===== src/rtl/obi_data_initiator.sv =====
// Command-driven OBI data-port initiator: turns valid/ready commands into in-order
// req/gnt/rvalid transactions with a bounded number outstanding and one response each.
module obi_data_initiator #(
    parameter int unsigned MAX_OUTSTANDING = 2,
    parameter int unsigned ADDR_WIDTH      = 32
) (
    input  logic                  clk_i,
    input  logic                  rst_ni,
    input  logic                  cmd_valid_i,
    output logic                  cmd_ready_o,
    input  logic                  cmd_we_i,
    input  logic [ADDR_WIDTH-1:0] cmd_addr_i,
    input  logic [3:0]            cmd_be_i,
    input  logic [31:0]           cmd_wdata_i,
    output logic                  data_req_o,
    input  logic                  data_gnt_i,
    output logic [ADDR_WIDTH-1:0] data_addr_o,
    output logic                  data_we_o,
    output logic [3:0]            data_be_o,
    output logic [31:0]           data_wdata_o,
    output logic [5:0]            data_atop_o,
    input  logic                  data_rvalid_i,
    input  logic [31:0]           data_rdata_i,
    output logic                  rsp_valid_o,
    output logic                  rsp_we_o,
    output logic [31:0]           rsp_rdata_o,
    output logic                  idle_o,
    output logic                  err_unexpected_o
);

    localparam int unsigned CW = $clog2(MAX_OUTSTANDING + 1);
    localparam int unsigned PW = (MAX_OUTSTANDING > 1) ? $clog2(MAX_OUTSTANDING) : 1;

    typedef enum logic {IDLE, REQ} state_t;

    state_t                     r_state;
    logic [CW-1:0]              r_cnt;
    logic [PW-1:0]              r_wptr;
    logic [PW-1:0]              r_rptr;
    logic [MAX_OUTSTANDING-1:0] r_tag;
    logic [ADDR_WIDTH-1:0]      r_addr;
    logic                       r_we;
    logic [3:0]                 r_be;
    logic [31:0]                r_wdata;
    logic                       r_rsp_valid;
    logic                       r_rsp_we;
    logic [31:0]                r_rsp_rdata;
    logic                       r_err;

    logic                       w_grant;
    logic [CW:0]                w_cap;
    logic                       w_ready;
    logic                       w_accept;
    logic                       w_rsp;
    logic                       w_head;

    function automatic logic [PW-1:0] f_inc(input logic [PW-1:0] p);
        if (p == PW'(MAX_OUTSTANDING - 1)) return '0;
        return p + 1'b1;
    endfunction

    // Capacity check credits a grant happening now but never a same-cycle response.
    assign w_grant  = (r_state == REQ) && data_gnt_i;
    assign w_cap    = {1'b0, r_cnt} + {{CW{1'b0}}, w_grant};
    assign w_ready  = rst_ni && ((r_state == IDLE) || data_gnt_i) &&
                      (w_cap < (CW+1)'(MAX_OUTSTANDING));
    assign w_accept = cmd_valid_i && w_ready;
    assign w_rsp    = data_rvalid_i && (r_cnt != '0);
    assign w_head   = r_tag[r_rptr];

    always_ff @(posedge clk_i or negedge rst_ni) begin
        if (!rst_ni) begin
            r_state     <= IDLE;
            r_cnt       <= '0;
            r_wptr      <= '0;
            r_rptr      <= '0;
            r_tag       <= '0;
            r_addr      <= '0;
            r_we        <= 1'b0;
            r_be        <= '0;
            r_wdata     <= '0;
            r_rsp_valid <= 1'b0;
            r_rsp_we    <= 1'b0;
            r_rsp_rdata <= '0;
            r_err       <= 1'b0;
        end else begin
            if (w_accept) begin
                r_state <= REQ;
                r_addr  <= cmd_addr_i;
                r_we    <= cmd_we_i;
                r_be    <= cmd_be_i;
                r_wdata <= cmd_wdata_i;
            end else if (w_grant) begin
                r_state <= IDLE;
                r_addr  <= '0;
                r_we    <= 1'b0;
                r_be    <= '0;
                r_wdata <= '0;
            end

            // Pop reads the old head; push targets a different slot since never full here.
            if (w_grant) begin
                r_tag[r_wptr] <= r_we;
                r_wptr        <= f_inc(r_wptr);
            end
            if (w_rsp) r_rptr <= f_inc(r_rptr);

            case ({w_grant, w_rsp})
                2'b10:   r_cnt <= r_cnt + 1'b1;
                2'b01:   r_cnt <= r_cnt - 1'b1;
                default: r_cnt <= r_cnt;
            endcase

            r_rsp_valid <= w_rsp;
            r_rsp_we    <= w_rsp && w_head;
            r_rsp_rdata <= (w_rsp && !w_head) ? data_rdata_i : '0;

            if (data_rvalid_i && (r_cnt == '0)) r_err <= 1'b1;
        end
    end

    assign cmd_ready_o      = w_ready;
    assign data_req_o       = (r_state == REQ);
    assign data_addr_o      = r_addr;
    assign data_we_o        = r_we;
    assign data_be_o        = r_be;
    assign data_wdata_o     = r_wdata;
    assign data_atop_o      = '0;
    assign rsp_valid_o      = r_rsp_valid;
    assign rsp_we_o         = r_rsp_we;
    assign rsp_rdata_o      = r_rsp_rdata;
    assign idle_o           = (r_state == IDLE) && (r_cnt == '0);
    assign err_unexpected_o = r_err;

endmodule


===== config.mk =====
export PLATFORM = sky130hd
export DESIGN_NAME = obi_data_initiator
export DESIGN_NICKNAME = d
export VERILOG_FILES = /design/src/rtl/obi_data_initiator.sv
export SDC_FILE = /design/constraint.sdc
export NUM_CORES = 1
export LEC_CHECK = 0
export CORE_AREA = 2 2 94 119
export CTS_CLUSTER_SIZE = 12
export DETAILED_ROUTE_END_ITERATION = 6
export DIE_AREA = 0 0 96 121
export PLACE_DENSITY = 0.78
export SLEW_MARGIN = 10
export SYNTH_ARGS = -nofsm -noshare
export SYNTH_HDL_FRONTEND = slang
export SYNTH_SLANG_ARGS = --single-unit

===== constraint.sdc =====
create_clock -name clk_i -period 1.8 [get_ports clk_i]
set_clock_uncertainty 0.2 [all_clocks]
set_input_delay 0.45 -clock clk_i [delete_from_list [all_inputs] [get_ports clk_i]]
set_output_delay 0.45 -clock clk_i [all_outputs]
set_load 0.05 [all_outputs]

==> results.toml, run 1 <==
[final_layout]
final_cell_area_um2 = 7790
layout_commonest_cell = "buf_12"
layout.nets = 594
drive_above_1_share_pct = 31.7
syn2layout_area_growth_pct = 98.6
n_antenna_cell = 0
final_cell_mix = "113 x buf_12, 109 x dfrtp_1, 103 x clkdlybuf4s50_1"

[die]
core_area_um2 = 10500
dieArea_um2 = 11600
ios = 219
die_x_um = 96
die_y_um = 121
rows = 42
initial_core_util_pct = 37.5

[run_status]
status = "complete, but fails checks"
violations = "setup timing"

[placed_design]
port_buffers = 212
post-place-ws_ns = -0.344
gp_congestion = 0.734
dp_hpwl_um = 8540
placed_cell_area_um2 = 7360

[critical_path]
endpoint = "idle_o"
worstPathArrival_ns = 1.26
critPathMaxFanout = 3
rr_worst_depth = 8
endpoint_kind = "output port"
crit_start = "r_cnt[0]"
path_class = "flip-flop to output port"
r2r_slack_ns = 0.09
reg2reg_to = "r_cnt[1]"
required_ns = 1.15
rr_startpoint = "r_cnt[1]"
cp_slowest_stage_delay_ns = 0.43
crit_chain = "buf_6 -> nor3_4 -> buf_12"
startpoint_type = "flip-flop"
slowest_stage = "dfrtp_2"

[routing]
drc_errors = 0
vias = 3069
wl_per_cell_um = 18.3
postRouteAntennaNets = 0
wl_um = 11400
firstDrtPassIters = 4
drt_iter0_markers = 135
viasPerCell = 4.92

[synthesis]
synth_seq_area_share_pct = 70.8
netlist_area_um2 = 3920
ys_types = 25
syn_inst = 266
avgSynthCellArea_um2 = 14.8
ys_ff_latch = 111
yosys_warnings = 0

[global_route]
grtUsageTotal_pct = 20.2
grt_max_degree = 112
grt_pass1_vias = 3400
grt-ovfl-total = 0
grt_first_pass_wirelength_um = 17700
antenna_found_initial = 0

[sta]
drv_slew = 0
max_clock_freq_mhz = 524
hold_viol_final = 0
grt_setup_unrepaired = "true"
min_period_ns = 1.91
fin_ws_ns = -0.107
setup-violations-final = 2
tightest_slew_ns = 0.583
finalCritPeriodShare_pct = 106
max_slew_margin_pct = 61.1

[clock_network]
h-tree-depth = 3
clock_path_buffers = 2
clk_latency_ns = 0.33
cts.sinks = 111
cts_tree = "yes"
cts_root_buf = "clkbuf_16"
cts_hold_buffers = 0
clk_pin_slew_worst_paths_ns = 0.07
cts_buffers = 9

[pwr]
p_leak_nw = 3.52
total_power_mw = 17.1
powerDensity_nw_per_um2 = 2190
irDropWorstVdd_v = 0.000854

[flow_run]
cap_violations = 0

[hold_path]
hold_path.class = "input pin to asynchronous set/reset pin"
## power by group
part           switching (mW)  internal [mW]
combinational            5.04           5.10
clock                   0.836           1.37
sequential               1.18           3.56
## area by class of cell
class                      instances  area (um^2)
clock buffer                      14          284
clock inverter                     2         60.1
tap                              132          165
timing repair buffer             230         3400
fill                             615         2670
sequential                       111         2780
inverter                           2         7.51
multi-input combinational        133         1090
## synthesized netlist by cell type
library cell	n	area, um^2
buf_4	6	45.0
nor3_1	1	5.00
nand3b_1	1	7.51
o21a_1	1	7.51
a21oi_1	2	10.0
xor2_1	1	8.76
inv_1	2	7.51
ha_1	1	12.5
nor2_1	4	15.0
mux2i_1	1	10.0
mux2_2	2	22.5
conb_1	1	3.75
dfrtp_1	111	2780
nand3_1	1	5.00
a22o_1	69	604
nand2b_1	2	12.5
clkbuf_1	3	11.3
nand2_1	1	3.75
o21ai_1	1	5.00
buf_2	14	70.1
buf_6	2	22.5
and2_1	32	200
a21o_1	2	15.0
xnor2_1	4	35.0
nor2b_1	1	6.26
## how the worst min path moves through the flow
stage,start,to,slack [ns],depth (start not counted)
2_1_floorplan,rst_ni,data_addr_o[0],-0.05,0
3_3_place_gp,r_rptr,r_rptr,0.28,1
3_5_place_dp,r_rptr,r_rptr,0.29,1
4_1_cts,rst_ni,data_addr_o[17],0.08,2
5_1_grt,rst_ni,data_addr_o[4],0.06,2
6_report,rst_ni,data_addr_o[4],0.03,2
## through the flow
step	setup TNS [ns]	utilization (%)	hold slack, ns	std cells
CTS	-0.199	74.1	0.0809	623
global route	-0.288	74.5	0.0649	624
floorplan	-0.0483	-	-0.0456	271
finish	-0.168	74.5	0.0337	624
global placement	-24.08	70.4	0.281	604
detailed placement	-28.33	70.4	0.288	604
## registers in the layout, indices dropped and copies added (netlist names)
register	cells
data_addr_o	32
data_be_o	4
data_req_o	1
data_wdata_o	32
data_we_o	1
err_unexpected_o	1
r_cnt	2
r_rptr	1
r_tag	2
r_wptr	1
rsp_rdata_o	32
rsp_valid_o	1
rsp_we_o	1
## worst max-delay path: cells and delay by family (launching register included)
family                 cells  cell delay [ns]
AND/OR/NAND/NOR            1             0.21
buffers and inverters      2             0.29
flip-flops                 1             0.43
## per-layer routing
metal	routed length (um)	GRT usage, %	up-vias	share of wire (%)
met2	6180	33.7	165	54
met4	337	9.29	0	3.0
met3	1100	7.33	23	9.6
li1	-	-	1367	-
met5	0	0	-	0
met1	3810	22.6	1514	33
## cells by family (layout without fill, tap and decap cells)
family | Yosys count | in the layout | synth area share, %
other cells | 1 | 6 | 0.0956
buf+inv | 27 | 248 | 3.99
xor+xnor | 5 | 5 | 1.12
compound gates | 75 | 75 | 16.4
simple gates | 43 | 43 | 6.50
mux | 3 | 3 | 0.829
flops | 111 | 111 | 70.8
fa+ha+maj | 1 | 1 | 0.319
## what timing repair did
item / CTS / global route
gates resized for setup: 6 / 6
buffers inserted: 3 / 1
pin swaps: 2 / 2
gates cloned: 0 / 0
endpoints found under the setup margin: 2 / 3
No activity file was read; power rests on OpenSTA's default activity.
==> run 2: changes to the inputs <==
--- a/config.mk
+++ b/config.mk
@@ -10,7 +10,7 @@
 export DETAILED_ROUTE_END_ITERATION = 6
 export DIE_AREA = 0 0 96 121
 export PLACE_DENSITY = 0.78
-export SLEW_MARGIN = 10
+export SLEW_MARGIN = 20
 export SYNTH_ARGS = -nofsm -noshare
 export SYNTH_HDL_FRONTEND = slang
 export SYNTH_SLANG_ARGS = --single-unit
==> results of run 2 <==
No change in the layout: final DEF, timing and power equal those of run 1.
==> run 3: changes to the inputs <==
--- a/config.mk
+++ b/config.mk
@@ -5,11 +5,10 @@
 export SDC_FILE = /design/constraint.sdc
 export NUM_CORES = 1
 export LEC_CHECK = 0
-export CORE_AREA = 2 2 94 119
-export CTS_CLUSTER_SIZE = 12
+export CORE_AREA = 2 2 98 124
 export DETAILED_ROUTE_END_ITERATION = 6
-export DIE_AREA = 0 0 96 121
-export PLACE_DENSITY = 0.78
+export DIE_AREA = 0 0 100 126
+export PLACE_DENSITY = 0.73
 export SLEW_MARGIN = 20
 export SYNTH_ARGS = -nofsm -noshare
 export SYNTH_HDL_FRONTEND = slang
==> run 3 against run 2 <==
  * Non-clock buffer count increased by 19
  * Combinational power increased by 4%
  * Sequential share of layout area decreased by 1.3 points
  * Power increased by 1.1%
  * Register-to-register slack got worse by 0.15 ns
  * Cell count increased by 4.0%
  * Utilization decreased by 3.9 points
  * Routed wire length increased by 11%
  * Via count increased by 4.1%
  * Worst hold slack got worse by 0.083 ns
  * Critical endpoint unchanged
  * The run ends with hold timing, setup timing left
  * Design area increased by 3.8%
  * Sequential power about the same
==> results.toml, run 3 (same netlist as run 1, synthesis figures left out) <==
[run_status]
status = "complete, but fails checks"
violations = "hold timing, setup timing"

[critical_path]
rr_startpoint = "r_cnt[0]"
cp_slowest_stage_delay_ns = 0.41
crit_chain = "buf_6 -> nor3_4 -> buf_12"
crit_family = "flip-flops"
endpoint_kind = "output port"
critPathMaxFanout = 3
critPathBufInv = 2
slowest_stage = "dfrtp_1"
worstPathArrival_ns = 1.25
required_ns = 1.15
crit_start = "r_cnt[0]"
startpoint_type = "flip-flop"
r2r_slack_ns = -0.06
path_class = "flip-flop to output port"

[sta]
max_slew_margin_pct = 62.6
setup-violations-final = 60
drv_slew = 0
max_clock_freq_mhz = 526
min_period_ns = 1.90
hold_viol_final = 25
finalCritPeriodShare_pct = 106
whs_ns = -0.0490
grt_setup_unrepaired = "true"
tightest_slew_ns = 0.560
fin_ws_ns = -0.103

[clock_network]
cts.sinks = 111
cts_tree = "yes"
clock_path_buffers = 2
clk_pin_slew_worst_paths_ns = 0.07
clk_latency_ns = 0.34
cts_root_buf = "clkbuf_16"
cts_buffers = 9
h-tree-depth = 3

[final_layout]
layout_commonest_cell = "buf_12"
n_antenna_cell = 0
fillers = 763
syn2layout_area_growth_pct = 106
drive_above_1_share_pct = 33.1
layout.cells.non_filler = 649
final_cell_area_um2 = 8090
final_cell_mix = "113 x buf_12, 110 x dfrtp_1, 103 x clkdlybuf4s50_1"
layout.nets = 613

[pwr]
irDropWorstVdd_v = 0.000814
powerDensity_nw_per_um2 = 2140
p_leak_nw = 3.67

[global_route]
grt_max_degree = 101
antenna_found_initial = 0
grt_first_pass_wirelength_um = 17500
grt-ovfl-total = 0
grt_pass1_vias = 3325
grtUsageTotal_pct = 18.0

[die]
core_area_um2 = 11500
ios = 219
die_x_um = 100
dieArea_um2 = 12600
rows = 44
die_y_um = 126
initial_core_util_pct = 34.3

[placed_design]
dp_hpwl_um = 8420
gp_congestion = 0.734
placed_cell_area_um2 = 7370
port_buffers = 212
dp_cells = 611

[routing]
viasPerCell = 4.92
drt_iter0_markers = 65
wl_per_cell_um = 19.5
wl_um = 12700
vias = 3196
firstDrtPassIters = 4
postRouteAntennaNets = 0
drc_errors = 0

[hold_path]
hold_path.class = "input pin to asynchronous set/reset pin"

[flow_run]
cap_violations = 0
-- run 3: cell count changes in the layout (fill, tap and decap cells not counted), sizes merged --
cell / previous run / this run
clkbuf: 14 / 19
inv: 2 / 4
clkinv: 0 / 3
bufinv: 2 / 1
buf: 126 / 134
clkinvlp: 0 / 1
dlygate4sd3: 0 / 1
-- run 3: final cells by class --
class                   count  area [um^2]  share of cell area (%)
repair buffers            249         3770                    46.6
flip-flops and latches    111         2780                    34.4
multi-input cells         133         1050                    13.0
clock buffers               9          225                    2.78
well taps                 138          173                    2.13
clock inverters             7         80.1                   0.990
inverters                   2         7.51                  0.0928
-- run 3: where the power goes --
group / total (mW) / internal (mW) / switching, mW / leakage, nW
Clock: 2.03 / 1.10 / 0.933 / 0.148
Sequential: 4.75 / 3.55 / 1.20 / 1.44
Combinational: 10.5 / 5.36 / 5.13 / 2.08
Total: 17.3 / 10.0 / 7.26 / 3.67
-- run 3: worst paths after layout --
check,cells after the start,endpoint
worst max-delay path,3,idle_o
worst min-delay path,2,data_wdata_o[22]
worst max register to register,8,data_addr_o[15]
worst min register to register,1,r_wptr
max in group asynchronous,3,rsp_valid_o
min in group clk_i,1,r_wptr
-- run 3: per-stage QoR --
stage               hold slack (ns)  util [%]  setup slack, ns  TNS (ns)  power, mW
floorplan                   -0.0456         -          -0.0163   -0.0483       9.07
global placement              0.229      64.4           -0.261    -22.66       14.6
detailed placement            0.228      64.4           -0.289    -24.23       14.8
CTS                         0.00834      67.6           -0.116    -0.229       16.9
global route                 0.0401      70.6           -0.157     -6.26       17.9
finish                      -0.0490      70.6           -0.103     -1.78       17.3
-- run 3: what timing repair did --
item                                    CTS  global route
hold buffers                              1             0
endpoints found under the hold margin    11             0
endpoints found under the setup margin    2            58
resized for setup                         5             4
gates cloned                              0            14
pin swaps                                 4             6
buffers inserted                          5             2
-- run 3: metal layers --
| metal | part of all wire (%) | wire, um | GRT usage [%] |
|---|---|---|---|
| met5 | 0 | 0 | 0 |
| met4 | 2.7 | 344 | 6.77 |
| met3 | 8.4 | 1070 | 6.27 |
| met2 | 54 | 6810 | 31.9 |
| met1 | 35 | 4440 | 19.5 |
